## config.mk

```make
export PLATFORM = sky130hd
export DESIGN_NAME = operand_fetch
export DESIGN_NICKNAME = d
export VERILOG_FILES = /design/src/rtl/cpu_pkg.sv /design/src/rtl/operand_fetch_scoreboard.sv /design/src/rtl/operand_fetch.sv
export SDC_FILE = /design/constraint.sdc
export NUM_CORES = 1
export LEC_CHECK = 0
export ABC_CLOCK_PERIOD_IN_PS = 3700
export BUFFER_PORTS_ARGS = -buffer_cell sky130_fd_sc_hd__buf_4
export CORE_ASPECT_RATIO = 1.5
export CORE_MARGIN = 5
export CORE_UTILIZATION = 54
export CTS_CLUSTER_SIZE = 20
export DETAILED_ROUTE_END_ITERATION = 7
export PLACE_DENSITY_LB_ADDON = 0.12
export REMOVE_ABC_BUFFERS = 1
export SETUP_SLACK_MARGIN = 0.02
export SYNTH_ARGS = -nofsm -noshare
export SYNTH_HDL_FRONTEND = slang
export SYNTH_SLANG_ARGS = --single-unit
```

## constraint.sdc

```tcl
create_clock -name clk -period 3.7 [get_ports clk]
set_input_delay 0.185 -clock clk [delete_from_list [all_inputs] [get_ports clk]]
set_output_delay 0.185 -clock clk [all_outputs]
set_load 0.05 [all_outputs]
```

## src/rtl/cpu_pkg.sv

```systemverilog
// Shared CPU widths and index/word types for the issue path.
// Pure definitions; no logic, latency or backpressure of its own.
package cpu_pkg;
  localparam int DATA_WIDTH    = 32;
  localparam int NUM_REGISTERS = 32;
  localparam int PAYLOAD_WIDTH = 64;
  localparam int RW            = $clog2(NUM_REGISTERS);

  typedef logic [RW-1:0]         reg_idx_t;
  typedef logic [DATA_WIDTH-1:0] word_t;
endpackage

```

## src/rtl/operand_fetch_scoreboard.sv

```systemverilog
// Per-register pending-write bits with set/clear/flush and three busy queries.
// Queries are combinational; updates take effect on the next posedge. No backpressure.
module operand_fetch_scoreboard #(
  parameter int NUM_REGISTERS = cpu_pkg::NUM_REGISTERS,
  localparam int RW = $clog2(NUM_REGISTERS)
) (
  input  logic          clk,
  input  logic          rst,
  input  logic          flush,
  input  logic          set_en,
  input  logic [RW-1:0] set_idx,
  input  logic          clr_en,
  input  logic [RW-1:0] clr_idx,
  input  logic [RW-1:0] query_a,
  input  logic [RW-1:0] query_b,
  input  logic [RW-1:0] query_c,
  output logic          busy_a,
  output logic          busy_b,
  output logic          busy_c
);
  logic [NUM_REGISTERS-1:0] busy;

  // Register 0 never holds a pending write, so its query is forced low.
  assign busy_a = (query_a != '0) && busy[query_a];
  assign busy_b = (query_b != '0) && busy[query_b];
  assign busy_c = (query_c != '0) && busy[query_c];

  always_ff @(posedge clk) begin
    if (rst || flush) begin
      busy <= '0;
    end else begin
      if (clr_en && clr_idx != '0) busy[clr_idx] <= 1'b0;
      // Later assignment wins: a new writer issued this cycle stays pending.
      if (set_en && set_idx != '0) busy[set_idx] <= 1'b1;
    end
  end
endmodule

```

## src/rtl/operand_fetch.sv

```systemverilog
// Issue stage: reads/forwards operands, stalls on RAW/WAW, registers them for execute.
// Latency 1 cycle accept-to-out_valid; full throughput; stalls upstream while out is held.
module operand_fetch #(
  parameter int DATA_WIDTH    = cpu_pkg::DATA_WIDTH,
  parameter int NUM_REGISTERS = cpu_pkg::NUM_REGISTERS,
  parameter int PAYLOAD_WIDTH = cpu_pkg::PAYLOAD_WIDTH,
  localparam int RW = $clog2(NUM_REGISTERS)
) (
  input  logic                     clk,
  input  logic                     rst,
  input  logic                     in_valid,
  output logic                     in_ready,
  input  logic [RW-1:0]            in_rs1,
  input  logic [RW-1:0]            in_rs2,
  input  logic [RW-1:0]            in_rd,
  input  logic [PAYLOAD_WIDTH-1:0] in_payload,
  output logic [RW-1:0]            rf_read_register_1,
  output logic [RW-1:0]            rf_read_register_2,
  input  logic [DATA_WIDTH-1:0]    rf_result_1,
  input  logic [DATA_WIDTH-1:0]    rf_result_2,
  input  logic                     wb_valid,
  input  logic [RW-1:0]            wb_rd,
  input  logic [DATA_WIDTH-1:0]    wb_data,
  input  logic                     flush,
  output logic                     out_valid,
  input  logic                     out_ready,
  output logic [DATA_WIDTH-1:0]    out_rs1_data,
  output logic [DATA_WIDTH-1:0]    out_rs2_data,
  output logic [RW-1:0]            out_rd,
  output logic [PAYLOAD_WIDTH-1:0] out_payload
);
  logic busy_rs1, busy_rs2, busy_rd;
  logic wb_hit_rs1, wb_hit_rs2, wb_hit_rd;
  logic stall, accept;
  logic [DATA_WIDTH-1:0] op1, op2;

  assign rf_read_register_1 = in_rs1;
  assign rf_read_register_2 = in_rs2;

  assign wb_hit_rs1 = wb_valid && (wb_rd == in_rs1);
  assign wb_hit_rs2 = wb_valid && (wb_rd == in_rs2);
  assign wb_hit_rd  = wb_valid && (wb_rd == in_rd);

  // The RF write lands a cycle after wb_valid, so the same-cycle value is bypassed.
  always_comb begin
    op1 = rf_result_1;
    op2 = rf_result_2;
    if (in_rs1 == '0)    op1 = '0;
    else if (wb_hit_rs1) op1 = wb_data;
    if (in_rs2 == '0)    op2 = '0;
    else if (wb_hit_rs2) op2 = wb_data;
  end

  assign stall = (busy_rs1 && !wb_hit_rs1)
              || (busy_rs2 && !wb_hit_rs2)
              || (in_rd != '0 && busy_rd && !wb_hit_rd);

  assign in_ready = !rst && !flush && !stall && (!out_valid || out_ready);
  assign accept   = in_valid && in_ready;

  operand_fetch_scoreboard #(.NUM_REGISTERS(NUM_REGISTERS)) u_scoreboard (
    .clk     (clk),
    .rst     (rst),
    .flush   (flush),
    .set_en  (accept),
    .set_idx (in_rd),
    .clr_en  (wb_valid),
    .clr_idx (wb_rd),
    .query_a (in_rs1),
    .query_b (in_rs2),
    .query_c (in_rd),
    .busy_a  (busy_rs1),
    .busy_b  (busy_rs2),
    .busy_c  (busy_rd)
  );

  always_ff @(posedge clk) begin
    if (rst) begin
      out_valid    <= 1'b0;
      out_rs1_data <= '0;
      out_rs2_data <= '0;
      out_rd       <= '0;
      out_payload  <= '0;
    end else if (flush) begin
      out_valid <= 1'b0;
    end else if (accept) begin
      out_valid    <= 1'b1;
      out_rs1_data <= op1;
      out_rs2_data <= op2;
      out_rd       <= in_rd;
      out_payload  <= in_payload;
    end else if (out_ready) begin
      out_valid <= 1'b0;
    end
  end
endmodule

```

Word level (Yosys, flattened, before mapping):

Index checks and enable logic that the tools add are counted.

* bits in registers: 166
* input bits: 186
* output and inout port bits: 145
* logic and storage cells: 76

* $lt $le $gt $ge: 6
* eq/ne operators: 3
* multiplexer cells: 19
* bitwise logic cells: 4
* reductions and logical operators: 38

Operators with widths (number)
* $mux W32: 7
* $and A32 B32 Y32: 1
* $not A32 Y32: 1
* $or A32 B32 Y32: 1
* $lt A5 B6 Y1 const B: 4
* $reduce_bool A5 Y1: 4
* $logic_and A1 B1 Y1: 18
* $bmux W1 S5: 3
* $eq A5 B5 Y1: 3
* $demux W1 S5: 2
* $ge A5 B1 Y1 const B: 2
* $logic_not A5 Y1: 2
* $logic_not A1 Y1: 7
* $mux W1: 7
* $logic_or A1 B1 Y1: 4
* $reduce_and A2 Y1: 1
* $reduce_bool A2 Y1: 1
* $reduce_or A2 Y1: 1
* $not A1 Y1: 1

Logic depth before layout (Yosys ltp):

Gate-level depths: netlist of the first run.

* word-level depth: 12
* depth in mapped cells: 11
* depth with buffers taken out: 7

By module:

A second synthesis of the first run with hierarchy kept.

* cells, all modules: 1027
* area total of the unflattened synthesis: 9217.6 um^2

By module, submodules not included
* operand_fetch: times used 1, cells an instance 782, area an instance 7053.0 um^2, seq. area each 2682.6 um^2
* operand_fetch_scoreboard: times used 1, cells an instance 245, area an instance 2164.6 um^2, seq. area each 640.6 um^2

Worst setup path after synthesis of the first run:

Ideal clock, no wire load.

* kind: input to register
* start: input in_rd[1]
* end: register out_payload[0]
* library setup time: 0.121 ns
* data arrival time: 2.450 ns
* required time: 3.579 ns
* setup slack: 1.128 ns
* stages on the path: 10
* path buffers: 4
* cell sequence: clkbuf_1 -> buf_1 -> mux4_2 -> nand2_1 -> o311ai_0 -> o21ai_1 -> nand3_2 -> buf_6 -> buf_6 -> mux2_4

* word-level cells in the longest chain between the ends: 11
* elaborated cells between the ends (all ways): 15
* classes of those cells: 1 x eq/ne; 2 x mux; 12 x reduce/logical

Ends and longest elaborated chain
* start, declared: RTL line operand_fetch.sv:15 `input logic [RW-1:0] in_rd,`
* $bmux W1 S5: RTL line operand_fetch_scoreboard.sv:26 `assign busy_c = (query_c != '0) && busy[query_c];`
* $mux W1 (not written as such): RTL line operand_fetch_scoreboard.sv:26
* $logic_and A1 B1 Y1: RTL line operand_fetch_scoreboard.sv:26
* $logic_and A1 B1 Y1: RTL line operand_fetch.sv:56 `|| (in_rd != '0 && busy_rd && !wb_hit_rd);`
* $logic_and A1 B1 Y1 (*): RTL line operand_fetch.sv:56
* $logic_or A1 B1 Y1 (*): RTL line operand_fetch.sv:56
* $logic_not A1 Y1 (*): RTL line operand_fetch.sv:58 `assign in_ready = !rst && !flush && !stall && (!out_valid || out_ready);`
* $logic_and A1 B1 Y1 (*) (2 in a row): RTL line operand_fetch.sv:58
* $logic_and A1 B1 Y1 (*): RTL line operand_fetch.sv:59 `assign accept = in_valid && in_ready;`
* $reduce_and A2 Y1 (no source line) (*)
* end signal, assigned: RTL line operand_fetch.sv:91 `out_payload <= in_payload;`
* end, declared: RTL line operand_fetch.sv:30 `output logic [PAYLOAD_WIDTH-1:0] out_payload`

Mark *: on every way between the ends. The rest lies on a longest branch, timed or not. The select of a mux whose other input is x is not followed.
A chain may end at the register's enable or synchronous reset.

Worst setup path in the final report of the first run:

* start: register u_scoreboard.busy[12]
* end: register out_payload[6]

* word-level cells in the longest chain between the ends: 11
* elaborated cells between the ends (all ways): 20
* classes of those cells: 6 x mux; 14 x reduce/logical

Ends and longest elaborated chain
* start, declared: RTL line operand_fetch_scoreboard.sv:21 `logic [NUM_REGISTERS-1:0] busy;`
* start signal, assigned: RTL line operand_fetch_scoreboard.sv:30 `busy <= '0;`
* start signal, assigned by index: RTL line operand_fetch_scoreboard.sv:32 `if (clr_en && clr_idx != '0) busy[clr_idx] <= 1'b0;`
* start signal, assigned by index: RTL line operand_fetch_scoreboard.sv:34 `if (set_en && set_idx != '0) busy[set_idx] <= 1'b1;`
* $bmux W1 S5 (on tied branches): RTL line operand_fetch_scoreboard.sv:24, operand_fetch_scoreboard.sv:25, operand_fetch_scoreboard.sv:26
* $mux W1 (on tied branches): RTL line operand_fetch_scoreboard.sv:24, operand_fetch_scoreboard.sv:25, operand_fetch_scoreboard.sv:26
* $logic_and A1 B1 Y1 (on tied branches): RTL line operand_fetch_scoreboard.sv:24, operand_fetch_scoreboard.sv:25, operand_fetch_scoreboard.sv:26
* $logic_and A1 B1 Y1 (on tied branches): RTL line operand_fetch.sv:54, operand_fetch.sv:55, operand_fetch.sv:56
* $logic_or A1 B1 Y1 or $logic_and A1 B1 Y1 (tied branches): RTL line operand_fetch.sv:55, operand_fetch.sv:56
* $logic_or A1 B1 Y1 (*): RTL line operand_fetch.sv:56
* $logic_not A1 Y1 (*): RTL line operand_fetch.sv:58
* $logic_and A1 B1 Y1 (*) (2 in a row): RTL line operand_fetch.sv:58
* $logic_and A1 B1 Y1 (*): RTL line operand_fetch.sv:59
* $reduce_and A2 Y1 (no source line) (*)

Marked as above.

==> metrics.md, run 1 <==
| Metric | Value |
|---|---|
| Fillers | `1164` |
| Post-Syn Area | `0.00918 sq mm` |
| Design Area, Final | `0.0129 sq mm` |
| Slew margin rel. | `40.2%` |
| Final Wtd Congestion | `0.979` |
| Tot GR Track Use | `30.2%` |
| Ys flop type | `dfxtp_1` |
| Routed len/inst | `21.9 microns` |
| Placement-stage cell area | `0.0116 sq mm` |
| First-pass GRT wire length | `45800 microns` |
| Cell Count, Final, Fillers Out | `1421` |
| Clock transition at path regs | `0.07 ns` |
| Outcome | `finished clean` |
| Num rows | `58` |
| Overflow after GRT | `0` |
| Initial core utilization | `54.7%` |
| Register area share after synthesis | `36.2%` |
| Syn Inst Count | `856` |
| Peak supply drop | `0.000259 V` |
| Placed Cells | `1324` |
| Number of synthesized flops with an enable pin | `0` |
| DRC | `0` |
| Syn avg cell area | `10.7 sq um` |
| Number of library cell types mapped by synthesis | `51` |
| Final Cycle Share | `84.3%` |
| Clock sink count | `166` |
| Area Growth Syn to Fin | `40.3%` |
| Full die area | `0.0198 sq mm` |
| Pre-antenna DRT Iters | `7` |
| Clk buf depth | `2` |
| Area leader, netlist | `dfxtp_1` |
| Total CTS buffers | `17` |
| Most frequent cells in the layout | `buf_4 (340), dfxtp_1 (166), nor2b_1 (134)` |
| Async set-reset flop share out of synthesis | `0%` |
| Area share of the largest cell type after synthesis | `36.2%` |
| IO Port Bufs | `330` |
| Vias per cell | `5.65` |
| Total wire length | `31100 microns` |
| Routed via count | `8032` |
| CTS root buffer | `clkbuf_16` |
| Clk Latency, worst-skew pair | `0.43 ns` |
| Core area | `0.0168 sq mm` |
| Num ports | `331` |
| Setup TNS | `0 ns` |
| Crit-path max cell delay | `0.49 ns` |
| N_diodes | `0` |
| Synth area leaders | `dfxtp_1 (36%), mux2_4 (15%), mux2i_1 (9.7%)` |
| Post-layout power | `4.56 mW` |
| Worst Path Arrival | `3.44 ns` |
| Final #Nets | `1384` |
| TritonCTS clock tree | `done` |
| Slowest cell on crit path | `nand3_4` |
| Fraction of layout cells with a size suffix above 1 | `45.1%` |
| YS warnings | `0` |
| DRT antenna net count | `0` |
| Die Width | `116 microns` |
| Maximum fanout along the worst path | `25` |
| Initial antenna violation count | `0` |
| Crit path launch type | `flop` |
| Kind of critical path | `flop to flop` |
| # resized after CTS | `0` |
| Maximum clock frequency | `0.321 GHz` |
| H-tree depth | `4` |
| Slew Viols, Final | `0` |
| Count of final hold-check violations | `0` |
| Power per cell area | `354 mW/mm^2` |
| Largest net degree at the start of global routing | `81` |
| CP Capture Type | `flop` |
| Final setup viols | `0` |
| Crit path time final | `3.12 ns` |
| Leakage | `5.91 nW` |
| Hold WC Path Type | `input pin to flop` |
| Drt initial violations | `491` |
| Vias in the first global route | `8180` |
| Yosys reg bits | `166` |
| Worst-Margin Slew | `0.895 ns` |
| Commonest non-fill, non-tap cell in the layout | `buf_4` |
| CP Cell Sequence | `mux4_2, mux2_2, a221o_1, a32oi_2, nand3_4, buf_4, mux2_4` |
| Final HPWL DP | `21500 microns` |
| Max_cap viols | `0` |
| RSZ-0062 raised after global routing | `false` |
| Worst EP required | `4.02 ns` |
| Clock Skews | `0.00905 ns` |
| Chip height | `170 microns` |
stage by stage:
stage	hold slack (ns)	util [%]	setup WS (ns)
5_1_grt	0.0816	76.8	0.490
3_5_place_dp	0.414	69.3	0.479
3_3_place_gp	0.411	69.3	0.517
4_1_cts	0.0677	76.8	0.611
2_1_floorplan	0.286	-	-4.73
6_report	0.0736	76.8	0.580
logic make-up after synthesis:
logic type / count (synthesis) / synth area share, %
mux: 235 / 33.0
flops: 166 / 36.2
buf+inv: 91 / 5.34
xor+xnor: 11 / 1.05
simple gates: 261 / 15.8
compound gates: 92 / 8.56
power by group:
part	switching (mW)	internal, mW	total (mW)
clock	0.796	1.08	1.88
combinational	0.458	0.378	0.835
sequential	0.0215	1.83	1.85
flip-flops by register name (all words and copies together), names as in the netlist:
| name | count |
|---|---|
| out_valid | 1 |
| out_rs1_data | 32 |
| out_rs2_data | 32 |
| u_scoreboard.busy | 32 |
| out_payload | 64 |
| out_rd | 5 |
final cells by class:
cell class	count	area, sq um	area share, %
Inverter	6	22.5	0.175
Clock inverter	15	191	1.49
Tap cell	210	263	2.04
Sequential cell	166	3320	25.8
Clock buffer	17	425	3.30
Multi-Input combinational cell	599	5390	41.9
Timing Repair Buffer	408	3260	25.3
synthesized netlist by cell type, types with 13 or more instances:
master and count:
dfxtp_1 166, nor2b_1 134, mux2_4 92, mux2i_1 89
nor2_1 74, clkbuf_1 49, mux2_2 41, o211ai_1 28
o31ai_1 17, buf_6 13, mux4_2 13, nand3_1 13
o41ai_2 13
routing by layer:
metal	up-vias	part of all wire, %	global-route usage [%]
met5	-	0	0
met4	0	5.5	16.1
met2	381	50	52.6
met3	100	8.1	6.60
met1	3847	36	33.7
li1	3704	-	-
worst max-delay path: cells and delay by family (launching register included):
family	cells	cell delay (ns)
simple gates	1	0.49
buf+inv	1	0.46
mux	3	1.07
flops	1	0.35
compound gates	2	0.60
path summary, 6_finish.rpt:
path                    startpoint  slack (ns)  cells past startpoint              to
max reg2reg  u_scoreboard.busy[12]        0.58                      7  out_payload[6]
min                      out_ready        0.07                      3       out_valid
max          u_scoreboard.busy[12]        0.58                      7  out_payload[6]
min reg2reg              out_rd[0]        0.48                      2       out_rd[0]
repair_timing:
action | CTS | global route
setup buffers | 0 | 0
hold endpoints to repair | 65 | 0
hold buffers | 65 | 0
Note: power is estimated with default switching activity, not from simulation.
==> run 2: changes to the inputs <==
--- a/config.mk
+++ b/config.mk
@@ -5,11 +5,11 @@
 export SDC_FILE = /design/constraint.sdc
 export NUM_CORES = 1
 export LEC_CHECK = 0
-export ABC_CLOCK_PERIOD_IN_PS = 3700
+export ABC_CLOCK_PERIOD_IN_PS = 2900
 export BUFFER_PORTS_ARGS = -buffer_cell sky130_fd_sc_hd__buf_4
 export CORE_ASPECT_RATIO = 1.5
 export CORE_MARGIN = 5
-export CORE_UTILIZATION = 54
+export CORE_UTILIZATION = 51
 export CTS_CLUSTER_SIZE = 20
 export DETAILED_ROUTE_END_ITERATION = 7
 export PLACE_DENSITY_LB_ADDON = 0.12
==> constraint.sdc (replaced) <==
create_clock -name clk -period 2.9 [get_ports clk]
set_input_delay 0.145 -clock clk [delete_from_list [all_inputs] [get_ports clk]]
set_output_delay 0.145 -clock clk [all_outputs]
set_load 0.05 [all_outputs]
==> run 2 against run 1 <==
Sequential power grew 28%. Register-to-register slack lost 0.36 ns. Critical path type is now flop to primary output. Final cell count grew 0.91%. First-iteration DRC count up 7.7%. Non-clock buffer count rose by 6. Clock skew increased by 0.0040 ns.
==> metrics.md, run 2 (same netlist as run 1, synthesis figures left out) <==
| Metric | Value |
|---|---|
| Most flop-heavy register | `out_payload (unchanged)` |
| Pre-CTS WS | `0.181 ns (was 0.479 ns)` |
| Clock Skews | `0.0130 ns (was 0.00905 ns)` |
| H-tree depth | `4 (unchanged)` |
| Worst EP required | `2.76 ns (was 4.02 ns)` |
| Routed len/inst | `21.5 microns (was 21.9 microns)` |
| Tot GR Track Use | `28.3% (was 30.2%)` |
| First-pass GRT wire length | `46600 microns (was 45800 microns)` |
| Final worst slack | `0.178 ns (was 0.580 ns)` |
| Routed via count | `8029 (was 8032)` |
| IO Port Bufs | `330 (unchanged)` |
| Die Width | `120 microns (was 116 microns)` |
| Full die area | `0.0208 sq mm (was 0.0198 sq mm)` |
| Hold WC Path Type | `input pin to flop (unchanged)` |
| Max reg flops | `64 (unchanged)` |
| Final #Nets | `1390 (was 1384)` |
| Area Growth Syn to Fin | `40.4% (was 40.3%)` |
| Cell Count, Final, Fillers Out | `1434 (was 1421)` |
| Fraction of layout cells with a size suffix above 1 | `45.3% (was 45.1%)` |
| Slowest cell on crit path | `mux4_2 (was nand3_4)` |
| Final Cycle Share | `93.9%` |
| Outcome | `finished clean (unchanged)` |
| Largest net degree at the start of global routing | `128 (was 81)` |
| Peak supply drop | `0.000444 V (was 0.000259 V)` |
| Drt initial violations | `529 (was 491)` |
| Kind of critical path | `flop to primary output (was flop to flop)` |
| Num rows | `60 (was 58)` |
| Clk Latency, worst-skew pair | `0.43 ns (about the same)` |
| Core area | `0.0178 sq mm (was 0.0168 sq mm)` |
| Final setup viols | `0 (unchanged)` |
| Crit path launch type | `flop (unchanged)` |
| N_diodes | `0 (unchanged)` |
| Worst Path Arrival | `2.58 ns (was 3.44 ns)` |
| Max_cap viols | `0 (unchanged)` |
| # resized after CTS | `0 (unchanged)` |
| Post-layout power | `5.62 mW (was 4.56 mW)` |
| Total CTS buffers | `17 (unchanged)` |
| CP Cell Sequence | `mux4_2, mux2_2, a221o_1, a32oi_2, buf_4, and4_1, buf_4 (was mux4_2, mux2_2, a221o_1, a32oi_2, nand3_4, buf_4, mux2_4)` |
| Placed Cells | `1336 (was 1324)` |
| Num ports | `331 (unchanged)` |
| Fillers | `1295 (was 1164)` |
| Vias in the first global route | `8230 (was 8180)` |
| Crit path time final | `2.72 ns` |
| CP Capture Type | `primary output (was flop)` |
| Commonest non-fill, non-tap cell in the layout | `buf_4 (unchanged)` |
| Power per cell area | `436 mW/mm^2 (was 354 mW/mm^2)` |
| TritonCTS clock tree | `done (unchanged)` |
| Slew Viols, Final | `0 (unchanged)` |
| Slew margin rel. | `46.9% (was 40.2%)` |
| Critical path's top delay family | `multiplexers (unchanged)` |
| Maximum clock frequency | `0.367 GHz` |
| Leakage | `5.91 nW (about the same)` |
| Maximum fanout along the worst path | `4 (was 25)` |
| RSZ-0062 raised after global routing | `false (unchanged)` |
| Overflow after GRT | `0 (unchanged)` |
| Chip height | `174 microns (was 170 microns)` |
| Final Wtd Congestion | `1.01 (was 0.979)` |
| Vias per cell | `5.60 (was 5.65)` |
| Buffers & Inverters on Critical Path | `2 (was 1)` |
| Clock transition at path regs | `0.07 ns (about the same)` |
| Top cell by count, worst path | `buf_4` |
| Initial core utilization | `51.6% (was 54.7%)` |
| Final HPWL DP | `21300 microns (was 21500 microns)` |
| DRC | `0 (unchanged)` |
| Setup TNS | `0 ns (unchanged)` |
| Total wire length | `30800 microns (was 31100 microns)` |
| Layout Utilization | `72.4% (was 76.8%)` |
| Crit-path max cell delay | `0.47 ns (was 0.49 ns)` |
| Pre-antenna DRT Iters | `5 (was 7)` |
| Worst-Margin Slew | `0.795 ns (was 0.895 ns)` |
| Initial antenna violation count | `0 (unchanged)` |
| Clk buf depth | `2 (unchanged)` |
| Clock sink count | `166 (unchanged)` |
| Count of final hold-check violations | `0 (unchanged)` |
| Most frequent cells in the layout | `buf_4 (345), dfxtp_1 (166), nor2b_1 (134) (was buf_4 (340), dfxtp_1 (166), nor2b_1 (134))` |
| CTS root buffer | `clkbuf_16 (unchanged)` |
| DRT antenna net count | `0 (unchanged)` |
-- run 2: timing repair --
| action | in CTS | in global routing |
|---|---|---|
| hold buffers | 65 | 0 |
| hold endpoints to repair | 65 | 0 |
| endpoints found under the setup margin | 0 | 1 |
| buffers inserted | 0 | 1 |
-- run 2: final timing paths --
kind                              start         endpoint  slack [ns]  cells after the start
setup reg to reg  u_scoreboard.busy[11]  out_payload[54]        0.22                      8
hold / removal                 in_rd[3]        out_rd[3]        0.03                      2
hold reg to reg               out_rd[0]        out_rd[0]        0.48                      2
setup / recovery  u_scoreboard.busy[11]         in_ready        0.18                      7
-- run 2: metal layers --
metal	vias up	share of wire (%)	wire, microns	track usage, %
li1	3713	-	-	-
met1	3864	37	11500	30.7
met2	359	52	16000	51.7
met3	93	6.6	2040	6.54
met4	0	4.3	1330	12.4
met5	-	0	0	0
-- run 2: final cells by class --
class | count | area (sq um) | share of cell area (%)
sequential | 166 | 3320 | 25.8
clock inverter | 14 | 130 | 1.01
multi-input combinational | 599 | 5380 | 41.8
timing repair buffer | 414 | 3320 | 25.8
inverter | 6 | 22.5 | 0.175
clock buffer | 18 | 429 | 3.33
tap | 217 | 272 | 2.11
-- run 2: power breakdown --
group | internal (mW) | switching, mW | total (mW) | leakage (nW)
sequential | 2.33 | 0.0263 | 2.36 | 1.34
combinational | 0.488 | 0.584 | 1.07 | 4.30
clock | 1.14 | 1.05 | 2.19 | 0.274
total | 3.96 | 1.66 | 5.62 | 5.91
-- run 2: through the flow --
step                cell area [sq um]  hold slack, ns
floorplan                        8710           0.246
global placement                11700           0.371
detailed placement              11700           0.374
CTS                             12900         0.00702
global route                    12900          0.0174
finish                          12900          0.0284
-- run 2: worst register-to-register path, cell delays in order, from the launching register on --
cell	delay, ns
dfxtp_1	0.35
mux4_2	0.47
mux2_2	0.27
a221o_1	0.30
a32oi_2	0.19
buf_4	0.15
nand3_4	0.09
buf_4	0.35
mux2_4	0.39
==> run 3: changes to the inputs <==
--- a/config.mk
+++ b/config.mk
@@ -12,6 +12,7 @@
 export CORE_UTILIZATION = 51
 export CTS_CLUSTER_SIZE = 20
 export DETAILED_ROUTE_END_ITERATION = 7
+export HOLD_SLACK_MARGIN = 0.08
 export PLACE_DENSITY_LB_ADDON = 0.12
 export REMOVE_ABC_BUFFERS = 1
 export SETUP_SLACK_MARGIN = 0.02
==> run 3 against run 2 <==
Worst setup slack worse by 0.034 ns. Highest routed layer unchanged. Global-route usage up 0.28 points. Count of clock-buffer cells in the layout did not move. Largest power group unchanged. Final cell count is 0.84% higher.
==> metrics.md, run 3 (same netlist as run 1, synthesis figures left out) <==
| Metric | Value |
|---|---|
| Outcome | `finished clean (unchanged)` |
| Post-layout power | `5.62 mW (about the same)` |
| Initial antenna violation count | `0 (unchanged)` |
| Worst-Margin Slew | `0.797 ns (was 0.795 ns)` |
| Initial core utilization | `51.6% (unchanged)` |
| Final Cycle Share | `95.1% (was 93.9%)` |
| Core area | `0.0178 sq mm (unchanged)` |
| Chip height | `174 microns (unchanged)` |
| Top cell by count, worst path | `buf_4 (unchanged)` |
| IO Port Bufs | `330 (unchanged)` |
| Commonest non-fill, non-tap cell in the layout | `buf_4 (unchanged)` |
| Clock transition at path regs | `0.06 ns (was 0.07 ns)` |
| Tot GR Track Use | `28.5% (was 28.3%)` |
| H-tree depth | `4 (unchanged)` |
| Slew margin rel. | `46.8% (was 46.9%)` |
| Overflow after GRT | `0 (unchanged)` |
| Final setup viols | `0 (unchanged)` |
| Hold Path End | `out_rs2_data[10] (was out_rd[3])` |
| Most frequent cells in the layout | `buf_4 (344), dfxtp_1 (166), nor2b_1 (134) (was buf_4 (345), dfxtp_1 (166), nor2b_1 (134))` |
| DRT antenna net count | `0 (unchanged)` |
| Worst reg-to-reg setup slack | `0.28 ns (was 0.22 ns)` |
| Peak supply drop | `0.000443 V (was 0.000444 V)` |
| CP Capture Type | `primary output (unchanged)` |
| Total CTS buffers | `17 (unchanged)` |
| Max reg flops | `64 (unchanged)` |
| Clock sink count | `166 (unchanged)` |
| Routed len/inst | `21.5 microns (about the same)` |
| Final Wtd Congestion | `1.01 (unchanged)` |
| Power per cell area | `433 mW/mm^2 (was 436 mW/mm^2)` |
| Total wire length | `31000 microns (was 30800 microns)` |
| Routed via count | `8063 (was 8029)` |
| Leakage | `5.96 nW (was 5.91 nW)` |
| CTS root buffer | `clkbuf_16 (unchanged)` |
| Maximum clock frequency | `0.363 GHz (was 0.367 GHz)` |
| Clock Skews | `0.0110 ns (was 0.0130 ns)` |
| Num rows | `60 (unchanged)` |
| Final #Nets | `1402 (was 1390)` |
| RR Startpoint | `u_scoreboard.busy[11] (unchanged)` |
| Maximum fanout along the worst path | `10 (was 4)` |
| Hold path depth | `4 (was 2)` |
| Drt initial violations | `568 (was 529)` |
| Count of final hold-check violations | `0 (unchanged)` |
| Crit path launch type | `input pin (was flop)` |
| Vias in the first global route | `8248 (was 8230)` |
| Pre-antenna DRT Iters | `4 (was 5)` |
| DRC | `0 (unchanged)` |
| R2R Path End | `out_payload[35] (was out_payload[54])` |
| Die Width | `120 microns (unchanged)` |
| Most flop-heavy register | `out_payload (unchanged)` |
| Max_cap viols | `0 (unchanged)` |
| Clk buf depth | `2 (unchanged)` |
| Hold_sp | `rf_result_2[10] (was in_rd[3])` |
| Area Growth Syn to Fin | `41.7% (was 40.4%)` |
| Worst Path Arrival | `2.61 ns (was 2.58 ns)` |
| CP Cell Sequence | `dlygate4sd3_1, buf_4, or3b_2, o21ai_0, nor2_1, o21ai_0, o21ai_1, buf_4, and4_1, buf_4 (was mux4_2, mux2_2, a221o_1, a32oi_2, buf_4, and4_1, buf_4)` |
| Full die area | `0.0208 sq mm (unchanged)` |
| Vias per cell | `5.58 (was 5.60)` |
| Num ports | `331 (unchanged)` |
| Crit path time final | `2.76 ns (was 2.72 ns)` |
| RSZ-0062 raised after global routing | `false (unchanged)` |
| Kind of critical path | `input pin to primary output (was flop to primary output)` |
| Largest net degree at the start of global routing | `128 (unchanged)` |
| Fraction of layout cells with a size suffix above 1 | `44.8% (was 45.3%)` |
| Setup TNS | `0 ns (unchanged)` |
| TritonCTS clock tree | `done (unchanged)` |
| Hold WC Path Type | `input pin to flop (unchanged)` |
| Crit-path max cell delay | `0.56 ns (was 0.47 ns)` |
| Slowest cell on crit path | `or3b_2 (was mux4_2)` |
| Number of cells on the worst reg-to-reg path | `8 (unchanged)` |
| First-pass GRT wire length | `47000 microns (was 46600 microns)` |
| Clk Latency, worst-skew pair | `0.43 ns (about the same)` |
| Final HPWL DP | `21300 microns (unchanged)` |
| Slew Viols, Final | `0 (unchanged)` |
| Worst EP required | `2.76 ns (about the same)` |
| N_diodes | `0 (unchanged)` |
run 3: cell count changes in the layout (fill, tap and decap cells not counted):
cell	previous run	this run
dlygate4sd3_1	65	77
buf_6	0	1
buf_4	345	344
run 3: area by class of cell:
type                       count  area, sq um
timing repair buffer         426         3440
multi-input combinational    599         5380
sequential                   166         3320
inverter                       6         22.5
clock buffer                  18          429
tap                          217          272
fill                        1269         4790
clock inverter                14          130
run 3: repair_timing:
action                                 4_1_cts  5_1_grt
buffers inserted                             0        1
resized for setup                            0        1
hold buffers                                77        0
endpoints found under the hold margin       77        0
setup endpoints to repair                    0       24
run 3: power breakdown:
part / switching (mW) / internal (mW) / total (mW)
Combinational: 0.588 / 0.498 / 1.09
Clock: 1.04 / 1.14 / 2.18
Sequential: 0.0260 / 2.33 / 2.36
run 3: how the worst max path moves through the flow:
stage                                      from               to  slack [ns]
after floorplan                        wb_rd[3]  out_payload[63]       -5.49
after global placement                in_rs1[0]   out_payload[1]        0.23
after detailed placement              in_rs1[0]  out_payload[16]        0.18
after CTS                 u_scoreboard.busy[11]         in_ready        0.11
after global routing                   in_rd[4]         in_ready        0.03
final                                  in_rd[4]         in_ready        0.14
run 3: critical path: cells and delay by family:
kind | cells | cell delay (ns)
and+or+nand+nor | 3 | 0.82
AOI/OAI and AO/OA | 3 | 0.54
buffers and inverters | 4 | 1.10
run 3: per-layer routing:
layer / track usage [%] / up-vias / share of wire (%)
met5: 0 / - / 0
met4: 13.0 / 0 / 4.5
met3: 6.87 / 90 / 7.3
met2: 51.7 / 377 / 52
met1: 31.1 / 3866 / 36
li1: - / 3730 / -
run 3: through the flow:
stage | area, sq um | std cells | setup WS (ns) | utilization, % | hold WS (ns)
floorplan | 8710 | 771 | -5.49 | - | 0.246
global route | 13000 | 1446 | 0.0268 | 73.1 | 0.0925
detailed placement | 11700 | 1336 | 0.181 | 65.5 | 0.374
finish | 13000 | 1446 | 0.143 | 73.1 | 0.0897
CTS | 13000 | 1445 | 0.109 | 73.0 | 0.0809
global placement | 11700 | 1336 | 0.226 | 65.5 | 0.371
